<file path="config.mk">
export PLATFORM = sky130hd
export DESIGN_NAME = demux1to2_stream
export DESIGN_NICKNAME = d
export VERILOG_FILES = /design/src/rtl/demux_pkg.sv /design/src/rtl/demux_fifo.sv /design/src/rtl/demux1to2_stream.sv
export SDC_FILE = /design/constraint.sdc
export NUM_CORES = 1
export LEC_CHECK = 0
export ABC_AREA = 1
export CORE_MARGIN = 2
export CORE_UTILIZATION = 49
export CTS_CLUSTER_DIAMETER = 50
export CTS_CLUSTER_SIZE = 14
export DETAILED_ROUTE_END_ITERATION = 16
export GPL_ROUTABILITY_DRIVEN = 0
export PLACE_DENSITY = 0.75
export SLEW_MARGIN = 5
export SYNTH_ARGS = -nofsm -noshare
export SYNTH_HDL_FRONTEND = slang
export SYNTH_SLANG_ARGS = --single-unit
</file>
<file path="constraint.sdc">
create_clock -name clk -period 1.44 [get_ports clk]
set_input_delay 0.36 -clock clk [delete_from_list [all_inputs] [get_ports clk]]
set_output_delay 0.36 -clock clk [all_outputs]
set_load 0.01 [all_outputs]
</file>
<file path="src/rtl/demux_pkg.sv">
// Shared constants and types for the 1-to-2 stream demultiplexer.
// Default widths and the port-select encoding.
package demux_pkg;

  localparam int N_DEF     = 32;
  localparam int DEPTH_DEF = 2;
  localparam int CNT_W_DEF = 16;

  typedef enum logic {
    PORT0 = 1'b0,
    PORT1 = 1'b1
  } port_sel_t;

endpackage

</file>
<file path="src/rtl/demux_fifo.sv">
// Per-port output buffer: circular storage with wrap-bit pointers.
// Head word is always presented; valid means non-empty.
module demux_fifo #(
  parameter int N     = 32,
  parameter int DEPTH = 2
) (
  input  logic         clk,
  input  logic         rst_n,
  input  logic         push,
  input  logic [N-1:0] wdata,
  output logic         full,
  input  logic         pop,
  output logic         valid,
  output logic [N-1:0] data
);

  localparam int AW = $clog2(DEPTH);
  localparam logic [AW:0] ONE = (AW+1)'(1);

  logic [N-1:0] mem [DEPTH];
  logic [AW:0]  wr_ptr;
  logic [AW:0]  rd_ptr;
  logic         empty;

  // Extra MSB distinguishes full from empty when the indices match.
  assign empty = (wr_ptr == rd_ptr);
  assign full  = (wr_ptr[AW] != rd_ptr[AW]) &&
                 (wr_ptr[AW-1:0] == rd_ptr[AW-1:0]);
  assign valid = !empty;
  assign data  = mem[rd_ptr[AW-1:0]];

  always_ff @(posedge clk or negedge rst_n) begin
    if (!rst_n) begin
      wr_ptr <= '0;
      rd_ptr <= '0;
      mem    <= '{default: '0};
    end else begin
      if (push && !full) begin
        mem[wr_ptr[AW-1:0]] <= wdata;
        wr_ptr <= wr_ptr + ONE;
      end
      if (pop && !empty) begin
        rd_ptr <= rd_ptr + ONE;
      end
    end
  end

endmodule

</file>
<file path="src/rtl/demux1to2_stream.sv">
// 1-to-2 valid/ready stream demux with buffered outputs.
// Top holds push steering, in_ready select and delivery counters.
module demux1to2_stream
  import demux_pkg::*;
#(
  parameter int N     = N_DEF,
  parameter int DEPTH = DEPTH_DEF,
  parameter int CNT_W = CNT_W_DEF
) (
  input  logic             clk,
  input  logic             rst_n,
  input  logic             in_valid,
  output logic             in_ready,
  input  logic [N-1:0]     in_data,
  input  logic             in_sel,
  output logic             out0_valid,
  input  logic             out0_ready,
  output logic [N-1:0]     out0_data,
  output logic             out1_valid,
  input  logic             out1_ready,
  output logic [N-1:0]     out1_data,
  output logic [CNT_W-1:0] cnt0,
  output logic [CNT_W-1:0] cnt1
);

  localparam logic [CNT_W-1:0] C_ONE = CNT_W'(1);

  port_sel_t sel;
  logic      full0;
  logic      full1;
  logic      push0;
  logic      push1;
  logic      pop0;
  logic      pop1;

  assign sel = port_sel_t'(in_sel);

  // Never depends on out*_ready: a full buffer refuses even while popping.
  assign in_ready = (sel == PORT1) ? !full1 : !full0;

  assign push0 = in_valid && in_ready && (sel == PORT0);
  assign push1 = in_valid && in_ready && (sel == PORT1);
  assign pop0  = out0_valid && out0_ready;
  assign pop1  = out1_valid && out1_ready;

  demux_fifo #(.N(N), .DEPTH(DEPTH)) u_fifo0 (
    .clk   (clk),
    .rst_n (rst_n),
    .push  (push0),
    .wdata (in_data),
    .full  (full0),
    .pop   (pop0),
    .valid (out0_valid),
    .data  (out0_data)
  );

  demux_fifo #(.N(N), .DEPTH(DEPTH)) u_fifo1 (
    .clk   (clk),
    .rst_n (rst_n),
    .push  (push1),
    .wdata (in_data),
    .full  (full1),
    .pop   (pop1),
    .valid (out1_valid),
    .data  (out1_data)
  );

  always_ff @(posedge clk or negedge rst_n) begin
    if (!rst_n) begin
      cnt0 <= '0;
      cnt1 <= '0;
    end else begin
      if (pop0 && (cnt0 != '1)) cnt0 <= cnt0 + C_ONE;
      if (pop1 && (cnt1 != '1)) cnt1 <= cnt1 + C_ONE;
    end
  end

endmodule

</file>
==> Word level (Yosys, flattened, before mapping) <==
Index checks and enable logic that the tools add are counted.
{ "word_totals": {"reg_bits": 168, "latchBits": 0, "mem_bits_rw": 0, "rom_bits": 0, "inputBits": 38, "mem_count": 0} }
{ "classes": {"addsub": 6, "mul": 0, "n_div": 0, "magnitude_cmp": 6, "n_eq_ne": 8, "shift": 0, "n_mux": 13, "bitwise_logic": 5, "reduce_logical": 19} }
{ "ops": {"columns": ["op", "n"], "rows": [
  ["$mux 32", 8],
  ["$bwmux 64", 2],
  ["$demux 32 s1", 2],
  ["$add 16x1->16 const B", 2],
  ["$ne 16x16->1 const B", 2],
  ["$logic_and 1x1->1", 15],
  ["$add 2x1->2 const B", 4],
  ["$ge 2x2->1 const B", 4],
  ["$not 1->2", 4],
  ["$eq 2x2->1", 2],
  ["$logic_not 1->1", 4],
  ["$lt 2x1->1 const B", 2],
  ["$eq 1x1->1", 2],
  ["$ne 1x1->1", 2],
  ["$mux 1", 1],
  ["$not 1->1", 1]
]} }

==> Depth between registers and ports, before layout <==
{ "depth": {"word_depth": 7, "mapped_depth": 11} }

==> Cells and area by module <==
A second synthesis with hierarchy kept.
{ "hier_totals": {"hier_cells": 1139, "hier_area_um2": 8638.3} }
{ "modules_own_cells": {"columns": ["mod", "instances", "cells_each", "area_each_um2"], "rows": [
  ["demux_fifo (u_fifo1)", 1, 419, 3281.9],
  ["demux_fifo (u_fifo0)", 1, 419, 3280.6],
  ["demux1to2_stream", 1, 301, 2075.7]
]} }

==> Worst setup path after synthesis <==
Ideal clock, no wire load.
{ "synth_timing": {"kind": "reg2reg", "from": "register cnt0[0]", "to": "register cnt0[15]", "setup_time_ps": 117, "t_arrival_ps": 1361, "setup_slack_ps": -38, "path_stages_with_launch": 10, "period_less_slack_ps": 1478, "path_cell_list": "dfrtp_1 ha_1 nand2_1 nor2_1 nand2_1 nor2_1 nor2_4 buf_6 nand3_1 nand2_1"} }
{ "synth_via": {"elab_chain_len": 2, "elab_cells_between_ends": 3, "cone_classes": "add/sub: 1; eq/ne: 1; reduce/logical: 1"} }
{ "synth_lines": {"columns": ["item", "line", "source"], "rows": [
  ["start, declared", "demux1to2_stream.sv:22", "output logic [CNT_W-1:0] cnt0,"],
  ["start signal, assigned", "demux1to2_stream.sv:73", "if (pop0 && (cnt0 != '1)) cnt0 <= cnt0 + C_ONE;"],
  ["parallel branches: the longest is 2 deep, another holds $add 16x1->16", null, null]
]} }
Parallel ways; which one is timed is not known.
A chain may end at the register's enable or synchronous reset.

==> Worst setup path in the final report <==
{ "layout_timing": {"from": "register u_fifo0.rd_ptr[0]", "to": "register u_fifo0.mem[60] (netlist bit)"} }
{ "layout_via": {"elab_chain_len": 7} }
{ "layout_lines": {"columns": ["item", "line", "source"], "rows": [
  ["start, declared", "demux_fifo.sv:22", "logic [AW:0] rd_ptr;"],
  ["start signal, assigned", "demux_fifo.sv:43", "rd_ptr <= rd_ptr + ONE;"],
  ["$eq 1x1->1 *", "demux_fifo.sv:28", "(wr_ptr[AW-1:0] == rd_ptr[AW-1:0]);"],
  ["$logic_and 1x1->1 *", "demux_fifo.sv:27", "assign full = (wr_ptr[AW] != rd_ptr[AW]) &&"],
  ["$logic_not 1->1 *", "demux_fifo.sv:38, demux1to2_stream.sv:39", null],
  ["$mux 1", "demux1to2_stream.sv:39", "assign in_ready = (sel == PORT1) ? !full1 : !full0;"],
  ["$logic_and 1x1->1 (2 in a row)", "demux1to2_stream.sv:41", "assign push0 = in_valid && in_ready && (sel == PORT0);"],
  ["$logic_and 1x1->1 *", "demux_fifo.sv:38", "if (push && !full) begin"],
  ["end signal, assigned by index", "demux_fifo.sv:39", "mem[wr_ptr[AW-1:0]] <= wdata;"],
  ["end, declared", "demux_fifo.sv:20", "logic [N-1:0] mem [DEPTH];"]
]} }
Every way passes the cells marked *; elsewhere a longest branch is shown, timed or not.

==> metrics.txt <==
P_leak 0.00694 µW; Detailed Routing Iterations Pass 1 7; placed cells 1,514; Clock Skew 0.00917 ns; total track usage 0.279; routed via count 8,457; post-synth net total 1,158; xor and xnor area share after synthesis 0.0168; routed wire length 28,400 µm; switch share 0.407; number of buffers created by CTS 17; final setup TNS -55.79 ns; post-layout min period 1.89 ns; hpwl dp 15,200 µm; Cell Rows 47; register area share after synthesis 0.505; initial antenna violation count 0; Flop pwr share 0.297; CP Max Fanout 8; Core Box Area 0.0166 mm²; Area Growth Syn to Fin 55.1%; Die X 134 µm; Initial Utilization 0.502; first-pass GRT wire length 39,100 µm; routed vias/inst 5.23; residual DRC count 0; CP Launch Type flop; Mapped Area 0.00832 mm²; Synth Instances 1,118; Worst-Margin Slew 0.372 ns; post-synthesis mux area share 0; pin count of the biggest net entering global routing 40; peak supply drop 1.36 mV; initial DRC count 672; Synthesis Warnings 0; violated checks setup timing; outcome complete, but fails checks; CP endpoint kind flop; crit share post-route 1.31; clk_lat worst skew 0.44 ns; Inserted Diodes 0; Clock Power Share 0.165; layout cells sized above 1 0.368; placed instance area 0.0105 mm²; mean routed wirelength per cell 17.6 µm; clock net sink count 168; Final Max Tran Viols 0; Layout Cells excl Fill 1,617; Compound-Gate Fraction of Synth Area 0.0107; Buffers on Ports 136; TritonCTS clock tree built; Final Cell Area 0.0129 mm²; vias in the first global route 7,730; Setup-failing EPs final 168; NetSw 11,300 µW; critical path arrival 2.27 ns; Pwr Density 2160 mW/mm²; fmax 0.529 GHz; number of distinct library cells after synthesis 22; worst setup margin -0.452 ns; Synth Area in Adders 0.00301; critical path class flop to flop; clock slew at reported path FFs 0.07 ns; CTS root buffer clkbuf_16; final hold vios 0; antenna-violating nets left 0; Ports 137; combinational share of power 0.538; post-synthesis area per instance 7.44 µm²; largest family of logic cells by synthesized area simple AND/OR/NAND/NOR gates; Synth Area in Simple Gates 0.401; synthesized flop and latch total 168; relative max-transition margin 0.751; RSZ-0062 raised after global routing yes; CP required 1.82 ns; Clock Path Buffers 2; # nets final 1,424; # Max-Cap Violations 0; Die Y 134 µm; Hold Path Class input port to async pin; GR Overflow Total 0; Die ar. 0.0180 mm²; htree depth 4; Int Power 16,500 µW
[synth_stat cells]
master	instances	area share
inv_1	37	0.017
nand3_4	2	0.0042
buf_6	27	0.037
nor2_1	46	0.021
nand2_1	725	0.33
nand2_4	6	0.0081
ha_1	2	0.0030
nand3b_1	4	0.0036
inv_2	6	0.0027
dfrtp_1	168	0.51
o21ai_2	1	0.0011
buf_4	1	0.00090
o21ai_1	2	0.0012
clkbuf_1	14	0.0063
nand4_1	6	0.0045
o21ai_0	14	0.0084
nand3_1	13	0.0078
xor2_1	8	0.0084
xnor2_1	8	0.0084
nand2_2	21	0.016
nor2_4	6	0.0081
nand3_2	1	0.0012
[power groups by stage]
stage,registers [µW],clock network [µW],logic [µW]
after global routing,8430,4830,16100
after floorplan,7700,0,5470
final,8290,4590,15000
after CTS,7810,4580,12000
after detailed placement,7830,0,10900
after global placement,7770,0,10700
[through the flow]
| step | util | worst slack (ns) | hold slack [ns] | total power (µW) |
|---|---|---|---|---|
| 2_1_floorplan | - | -0.00682 | 0.0644 | 13200 |
| 3_3_place_gp | 0.634 | -0.428 | 0.278 | 18500 |
| 3_5_place_dp | 0.634 | -0.455 | 0.274 | 18800 |
| 4_1_cts | 0.705 | -0.421 | 0.398 | 24300 |
| 5_1_grt | 0.778 | -0.516 | 0.415 | 29300 |
| 6_report | 0.778 | -0.452 | 0.387 | 27900 |
[repair_timing]
| action | in CTS | in global routing |
|---|---|---|
| buffers inserted | 50 | 9 |
| pin swaps | 20 | 84 |
| setup endpoints to repair | 264 | 250 |
| gates cloned | 6 | 11 |
| endpoints found under the hold margin | 23 | 0 |
| hold buffers | 1 | 0 |
| gates resized for setup | 496 | 265 |
[per-layer routing]
metal / routed length (µm) / GRT usage / share of wire
met4: 901 / 0.0912 / 0.032
met3: 2310 / 0.0559 / 0.081
met5: 0 / 0 / 0
met1: 11200 / 0.376 / 0.39
met2: 14000 / 0.456 / 0.49
[placed cells by master, fill, tap and decap left out, types with 5 or more instances in the layout]
master,instances
dfrtp_1,159
inv_4,5
nand3_1,12
o21ai_0,7
dfrtp_2,9
o21ai_1,9
nor2_4,7
buf_4,70
buf_2,36
clkdlybuf4s15_1,14
nand4_1,6
xor2_1,8
nor2_1,29
clkbuf_8,5
clkdlybuf4s50_1,36
inv_1,35
buf_6,80
nand2_4,74
nor2_2,16
buf_12,31
nand2_2,123
nand2_1,553
xnor2_1,8
clkbuf_16,26
[registers in the layout, summed over array words and instances, names as in the netlist]
name / cells
cnt0: 16
u_fifo0.wr_ptr: 2
u_fifo1.wr_ptr: 2
cnt1: 16
u_fifo1.rd_ptr: 2
u_fifo1.mem: 64
u_fifo0.mem: 64
u_fifo0.rd_ptr: 2
[layout make-up]
class / instances / area [µm²]
Clock buffer: 24 / 502
Clock inverter: 8 / 87.6
Fill cell: 1123 / 3670
Inverter: 43 / 174
Multi-Input combinational cell: 866 / 4490
Sequential cell: 168 / 4220
Tap cell: 220 / 275
Timing Repair Buffer: 288 / 3170
[critical path, cell delays in order (launching register included)]
cell and delay, ns:
dfrtp_2 0.44, buf_6 0.14, nand2_1 0.12, nand2_4 0.08, nand2_4 0.08, buf_6 0.10
nand3_4 0.09, buf_6 0.16, nor2_4 0.15, buf_6 0.15, buf_12 0.16, nand2_1 0.08
nand2_1 0.06
[cells by family after synthesis]
kind of cell / after synthesis
and+or+nand+nor: 830
DFF: 168
buffers and inverters: 85
AOI/OAI and AO/OA: 17
xor gates and xnor gates: 16
adders and majority gates: 2
[worst paths after layout]
path                                   start         endpoint  slack (ns)  cells after the start
max in group asynchronous              rst_n          cnt0[5]        0.51                      3
hold reg to reg              u_fifo0.mem[19]  u_fifo0.mem[19]        0.47                      2
hold / removal                         rst_n  u_fifo1.mem[20]        0.39                      2
min in group clk             u_fifo0.mem[19]  u_fifo0.mem[19]        0.47                      2
setup reg to reg           u_fifo0.rd_ptr[0]  u_fifo0.mem[60]       -0.45                     12
setup / recovery           u_fifo0.rd_ptr[0]  u_fifo0.mem[60]       -0.45                     12
No activity file was read; power rests on OpenSTA's default activity.
